File: config.mk
export PLATFORM = sky130hd
export DESIGN_NAME = debounce_bank
export DESIGN_NICKNAME = d
export VERILOG_FILES = /design/src/rtl/debounce_pkg.sv /design/src/rtl/debounce_channel.sv /design/src/rtl/debounce_bank.sv
export SDC_FILE = /design/constraint.sdc
export NUM_CORES = 1
export LEC_CHECK = 0
export CELL_PAD_IN_SITES_DETAIL_PLACEMENT = 0
export CELL_PAD_IN_SITES_GLOBAL_PLACEMENT = 1
export CORE_ASPECT_RATIO = 1.25
export CORE_MARGIN = 2
export CORE_UTILIZATION = 46
export CTS_CLUSTER_DIAMETER = 40
export DETAILED_ROUTE_END_ITERATION = 8
export MAX_ROUTING_LAYER = met4
export PLACE_DENSITY = 0.86
export SYNTH_ARGS = -nofsm -noshare
export SYNTH_HDL_FRONTEND = slang
export SYNTH_SLANG_ARGS = --single-unit
File: constraint.sdc
create_clock -name i_Clk -period 3.15 [get_ports i_Clk]
set_clock_uncertainty 0.2 [all_clocks]
set_input_delay 0.7875 -clock i_Clk [delete_from_list [all_inputs] [get_ports i_Clk]]
set_output_delay 0.7875 -clock i_Clk [all_outputs]
set_load 0.01 [all_outputs]
File: src/rtl/debounce_pkg.sv
// Shared definitions for the debounce family: default limits used by the
// key-scan and menu-button tops, counter sizing and the per-channel flag bundle.
package debounce_pkg;

    localparam int DEFAULT_NUM_CH         = 8;
    localparam int DEFAULT_DEBOUNCE_LIMIT = 20;
    localparam int DEFAULT_HOLD_LIMIT     = 1000;
    localparam int DEFAULT_REPEAT_PERIOD  = 250;

    typedef struct packed {
        logic debounced;
        logic rise;
        logic fall;
        logic held;
        logic rpt;
    } ch_flags_t;

    function automatic int cnt_width(input int limit);
        int w;
        w = $clog2(limit);
        if (w < 1) begin
            return 1;
        end else begin
            return w;
        end
    endfunction

endpackage

File: src/rtl/debounce_channel.sv
// One debounced key: two-flop synchroniser with optional inversion, stability
// counter, registered edge pulses, long-press flag and auto-repeat pulse train.
module debounce_channel
    import debounce_pkg::*;
#(
    parameter int   DEBOUNCE_LIMIT = DEFAULT_DEBOUNCE_LIMIT,
    parameter int   HOLD_LIMIT     = DEFAULT_HOLD_LIMIT,
    parameter int   REPEAT_PERIOD  = DEFAULT_REPEAT_PERIOD,
    parameter logic INVERT         = 1'b0
) (
    input  logic clk_i,
    input  logic rst_ni,
    input  logic bouncy_i,
    input  logic repeat_en_i,
    output logic debounced_o,
    output logic rise_o,
    output logic fall_o,
    output logic held_o,
    output logic repeat_o
);

    localparam int DW = cnt_width(DEBOUNCE_LIMIT);
    localparam int HW = cnt_width(HOLD_LIMIT + 1);
    localparam int RW = cnt_width(REPEAT_PERIOD);

    localparam logic [DW-1:0] DEB_MAX  = DW'(DEBOUNCE_LIMIT - 1);
    localparam logic [DW-1:0] DEB_ONE  = DW'(1);
    localparam logic [HW-1:0] HOLD_MAX = HW'(HOLD_LIMIT);
    localparam logic [HW-1:0] HOLD_ONE = HW'(1);
    localparam logic [RW-1:0] REP_MAX  = RW'(REPEAT_PERIOD - 1);
    localparam logic [RW-1:0] REP_ONE  = RW'(1);

    logic            sync1_q;
    logic            sync2_q;
    logic [DW-1:0]   deb_cnt_q;
    logic [DW-1:0]   deb_cnt_d;
    logic [HW-1:0]   hold_cnt_q;
    logic [HW-1:0]   hold_cnt_d;
    logic [RW-1:0]   rep_cnt_q;
    logic [RW-1:0]   rep_cnt_d;
    ch_flags_t       flags_q;
    ch_flags_t       flags_d;
    logic            accept_s;
    logic            level_s;
    logic            fire_s;

    // Stability counter: any sample matching the accepted level discards progress.
    always_comb begin
        deb_cnt_d = deb_cnt_q;
        accept_s  = 1'b0;
        if (sync2_q == flags_q.debounced) begin
            deb_cnt_d = '0;
        end else if (deb_cnt_q == DEB_MAX) begin
            deb_cnt_d = '0;
            accept_s  = 1'b1;
        end else begin
            deb_cnt_d = deb_cnt_q + DEB_ONE;
        end
        if (accept_s) begin
            level_s = sync2_q;
        end else begin
            level_s = flags_q.debounced;
        end
    end

    // Hold counter only advances on cycles already showing the pressed level,
    // so the release edge clears it together with the fall pulse.
    always_comb begin
        hold_cnt_d = hold_cnt_q;
        if (!level_s) begin
            hold_cnt_d = '0;
        end else if (flags_q.debounced && (hold_cnt_q != HOLD_MAX)) begin
            hold_cnt_d = hold_cnt_q + HOLD_ONE;
        end else begin
            hold_cnt_d = hold_cnt_q;
        end
    end

    // Repeat phase starts at the hold threshold; the enable only gates the pulse.
    always_comb begin
        rep_cnt_d = '0;
        fire_s    = 1'b0;
        if (!level_s) begin
            rep_cnt_d = '0;
            fire_s    = 1'b0;
        end else if (hold_cnt_q != HOLD_MAX) begin
            rep_cnt_d = '0;
            fire_s    = (hold_cnt_d == HOLD_MAX);
        end else if (rep_cnt_q == REP_MAX) begin
            rep_cnt_d = '0;
            fire_s    = 1'b1;
        end else begin
            rep_cnt_d = rep_cnt_q + REP_ONE;
            fire_s    = 1'b0;
        end
    end

    // Next-state output flags.
    always_comb begin
        flags_d           = '0;
        flags_d.debounced = level_s;
        flags_d.rise      = accept_s & sync2_q;
        flags_d.fall      = accept_s & ~sync2_q;
        flags_d.held      = level_s & (hold_cnt_d == HOLD_MAX);
        flags_d.rpt       = fire_s & repeat_en_i;
    end

    // State registers with synchronous active-low reset.
    always_ff @(posedge clk_i) begin
        if (!rst_ni) begin
            sync1_q    <= 1'b0;
            sync2_q    <= 1'b0;
            deb_cnt_q  <= '0;
            hold_cnt_q <= '0;
            rep_cnt_q  <= '0;
            flags_q    <= '0;
        end else begin
            sync1_q    <= bouncy_i ^ INVERT;
            sync2_q    <= sync1_q;
            deb_cnt_q  <= deb_cnt_d;
            hold_cnt_q <= hold_cnt_d;
            rep_cnt_q  <= rep_cnt_d;
            flags_q    <= flags_d;
        end
    end

    assign debounced_o = flags_q.debounced;
    assign rise_o      = flags_q.rise;
    assign fall_o      = flags_q.fall;
    assign held_o      = flags_q.held;
    assign repeat_o    = flags_q.rpt;

endmodule

File: src/rtl/debounce_bank.sv
// Bank of independent debounced key channels between board pins and the
// note/control FSMs; each bit of INVERT_MASK marks an active-low input.
module debounce_bank
    import debounce_pkg::*;
#(
    parameter int                NUM_CH         = DEFAULT_NUM_CH,
    parameter int                DEBOUNCE_LIMIT = DEFAULT_DEBOUNCE_LIMIT,
    parameter int                HOLD_LIMIT     = DEFAULT_HOLD_LIMIT,
    parameter int                REPEAT_PERIOD  = DEFAULT_REPEAT_PERIOD,
    parameter logic [NUM_CH-1:0] INVERT_MASK    = {NUM_CH{1'b0}}
) (
    input  logic              i_Clk,
    input  logic              reset_n,
    input  logic [NUM_CH-1:0] i_Bouncy,
    input  logic [NUM_CH-1:0] i_Repeat_En,
    output logic [NUM_CH-1:0] o_Debounced,
    output logic [NUM_CH-1:0] o_Rise,
    output logic [NUM_CH-1:0] o_Fall,
    output logic [NUM_CH-1:0] o_Held,
    output logic [NUM_CH-1:0] o_Repeat
);

    for (genvar g = 0; g < NUM_CH; g++) begin : g_ch
        debounce_channel #(
            .DEBOUNCE_LIMIT (DEBOUNCE_LIMIT),
            .HOLD_LIMIT     (HOLD_LIMIT),
            .REPEAT_PERIOD  (REPEAT_PERIOD),
            .INVERT         (INVERT_MASK[g])
        ) u_ch (
            .clk_i       (i_Clk),
            .rst_ni      (reset_n),
            .bouncy_i    (i_Bouncy[g]),
            .repeat_en_i (i_Repeat_En[g]),
            .debounced_o (o_Debounced[g]),
            .rise_o      (o_Rise[g]),
            .fall_o      (o_Fall[g]),
            .held_o      (o_Held[g]),
            .repeat_o    (o_Repeat[g])
        );
    end

endmodule

==> results of run 1 <==
## layer usage
metal / up-vias / routed length (µm) / global-route usage (%)
li1: 4187 / - / -
met1: 3584 / 8990 / 19.4
met2: 118 / 8880 / 27.2
met3: 46 / 722 / 3.41
met4: 0 / 537 / 5.92
met5: - / 0 / -
## logic make-up after synthesis
family / share of synthesized area (%)
compound gates: 4.68
xor+xnor: 11.2
fa+ha+maj: 4.62
buf+inv: 5.72
flops: 44.4
mux: 2.18
simple gates: 27.2
## worst paths after layout
path | end | slack (ps) | depth (start not counted)
setup / recovery | g_ch[1].u_ch.repeat_o | 420 | 9
hold / removal | g_ch[5].u_ch.sync2_q | 230 | 1
setup reg to reg | g_ch[1].u_ch.repeat_o | 420 | 9
hold reg to reg | g_ch[5].u_ch.sync2_q | 230 | 1
## cell usage after synthesis, drive strengths merged, types with 6 or more instances
| library cell | number | share of area (%) |
|---|---|---|
| a21oi | 24 | 1.1 |
| a22oi | 6 | 0.42 |
| and2 | 24 | 1.4 |
| and3 | 23 | 1.3 |
| and4 | 10 | 0.81 |
| buf | 43 | 2.9 |
| clkbuf | 30 | 1.0 |
| dfxtp | 240 | 44 |
| ha | 40 | 4.6 |
| inv | 51 | 1.8 |
| mux2i | 18 | 1.7 |
| nand2 | 97 | 3.4 |
| nand2b | 16 | 0.92 |
| nand3 | 67 | 3.1 |
| nand4 | 29 | 1.7 |
| nand4b | 7 | 0.57 |
| nor2 | 218 | 7.6 |
| nor3 | 33 | 1.7 |
| nor3b | 17 | 1.2 |
| nor4 | 9 | 0.58 |
| o21ai | 18 | 0.83 |
| or2 | 6 | 0.35 |
| or3 | 12 | 0.69 |
| xnor2 | 73 | 5.9 |
| xor2 | 66 | 5.3 |
## cell type report
type | count | area share [%]
Timing Repair Buffer | 64 | 4.92
Clock buffer | 42 | 7.68
Clock inverter | 21 | 1.72
Multi-Input combinational cell | 873 | 43.0
Tap cell | 288 | 2.87
Sequential cell | 240 | 38.3
Inverter | 51 | 1.52
## worst register-to-register path, delay by kind of cell (launching register included)
family	cells	cell delay (ps)
fa+ha+maj	1	200
flops	1	390
mux	1	130
compound gates	1	340
buf+inv	1	100
simple gates	5	1310
## cells in the final DEF, fill, tap and decap left out, drive strengths merged, types with 29 or more instances in the layout
cell type and instances:
ha 40, nor2 218, nand2 97, nor3 33
inv 54, nand3 67, clkbuf 42, xor2 66
nand4 29, dfxtp 240, xnor2 73, clkdlybuf4s50 56
## report_power, final
group          internal, µW  switching (µW)
clock network          2450            1400
registers              3050            8.03
logic                  29.9            23.9
total                  5530            1430
## through the flow
step	hold slack (ps)	instance area [µm²]	setup WS, ps	instances
detailed placement	218	11400	442	1516
CTS	232	12600	418	1579
finish	230	12600	421	1579
global route	246	12600	285	1579
global placement	216	11400	484	1516
floorplan	212	10800	597	1237
## registers in the layout, indices dropped and copies added (netlist names)
name	count
g_ch.u_ch.held_o	8
g_ch.u_ch.fall_o	8
g_ch.u_ch.sync2_q	8
g_ch.u_ch.deb_cnt_q	40
g_ch.u_ch.repeat_o	8
g_ch.u_ch.rep_cnt_q	64
g_ch.u_ch.hold_cnt_q	80
g_ch.u_ch.rise_o	8
g_ch.u_ch.debounced_o	8
g_ch.u_ch.sync1_q	8
==> flow_metrics.tcl, run 1 <==
set metrics [dict create \
    status "complete, no violations" \
    regArea_um2 4800 \
    hold_class "reg -> reg" \
    hold_viol_final 0 \
    post-route-util_pct 54.5 \
    cts.sinks 240 \
    routed_wl_um 19100 \
    wl_per_cell_um 12.1 \
    multi_input_area_um2 5400 \
    finalSetupTns_ps 0 \
    setup_violations 0 \
    fmax_ghz 0.366 \
    drive_above_1_share_pct 6.89 \
    first_pass_iters 4 \
    grt_pass1_wl_um 33500 \
    total_power_uw 6960 \
    synth_edf_count 0 \
    diodes 0 \
    row_count 62 \
    min_from "g_ch[5].u_ch.sync1_q" \
    synth_top_flop_cell "dfxtp_1" \
    fill_cells 2120 \
    path_cells "inv_1 > ha_1 > nand4b_1 > nor3_4 > or2b_2 > mux2i_1 > or4_1 > o41ai_1 > and3_1" \
    ant_nets 0 \
    worstSetupEndpointType "register" \
    crit_type "reg -> reg" \
    ios 58 \
    rsz0062_at_grt "no" \
    clk_pin_slew_ps 50 \
    antenna_found_initial 0 \
    vias_per_cell 5.03 \
    drc_errors 0 \
    insertion_delay_ps 500 \
    cpPeakStageDelay_ps 560 \
    globalplace.congestion 0.859 \
    irDropWorstVdd_mv 0.433 \
    power_leakage_uw 0.00435 \
    area_growth_pct 16.0 \
    start_kind "register" \
    synth-seq-cells 240 \
    grt_remaining_overflow 0 \
    r2r_start "g_ch[1].u_ch.hold_cnt_q[0]" \
    worst-path-max-fanout 5 \
    ctsResizeCount 0 \
    crit_buf_inv 1 \
    grt_max_degree 27 \
    slew_headroom_pct 56.3 \
    die-width_um 141 \
    async_flop_share_pct 0 \
    start_util_pct 47.0 \
    crit_arrival_ps 2970 \
    grt_pass1_vias 7658 \
    die_h_um 176 \
    numPortBuffers 57 \
    fin_nets 1323 \
    ys_types 59 \
    post-cts-setup-buffers 0 \
    grtUsageTotal_pct 16.3 \
    clockBufferDepth 3 \
    synth_nets 1295 \
    ys_seq_area_share_pct 44.4 \
    vias 7935 \
    netlist_instances 1237 \
    cts_tree "done" \
    slew_violations 0 \
    tightest_slew_ps 640 \
    finalCriticalPeriod_ps 2730 \
    yosys_warnings 0 \
    finalCritPeriodShare_pct 86.6 \
    drv_cap 0 \
    core_um2 23000 \
    cp-startpoint "g_ch[1].u_ch.hold_cnt_q[0]" \
    avgSynthCellArea_um2 8.75 \
    drt-initial-drc-count 252 \
    required_ps 3390 \
    syn_area_um2 10800 \
    die_area_um2 24800 \
    place_hpwl_um 13200 \
    slowest_stage "or4_1" \
    path_delay_family "simple AND/OR/NAND/NOR gates" \
    htreeDepth 2 \
    cts_root_buf "clkbuf_16" \
    cellPowerDensity_nw_per_um2 555 \
    cts_inserted_buffers 35 \
    ctsHoldBuffers 0 \
]
No activity file was read; power rests on OpenSTA's default activity.
==> run 2, diff against run 1 <==
--- a/config.mk
+++ b/config.mk
@@ -5,6 +5,7 @@
 export SDC_FILE = /design/constraint.sdc
 export NUM_CORES = 1
 export LEC_CHECK = 0
+export ABC_CLOCK_PERIOD_IN_PS = 3150
 export CELL_PAD_IN_SITES_DETAIL_PLACEMENT = 0
 export CELL_PAD_IN_SITES_GLOBAL_PLACEMENT = 1
 export CORE_ASPECT_RATIO = 1.25
==> results of run 2 <==
No change in the layout: final DEF, timing and power equal those of run 1.
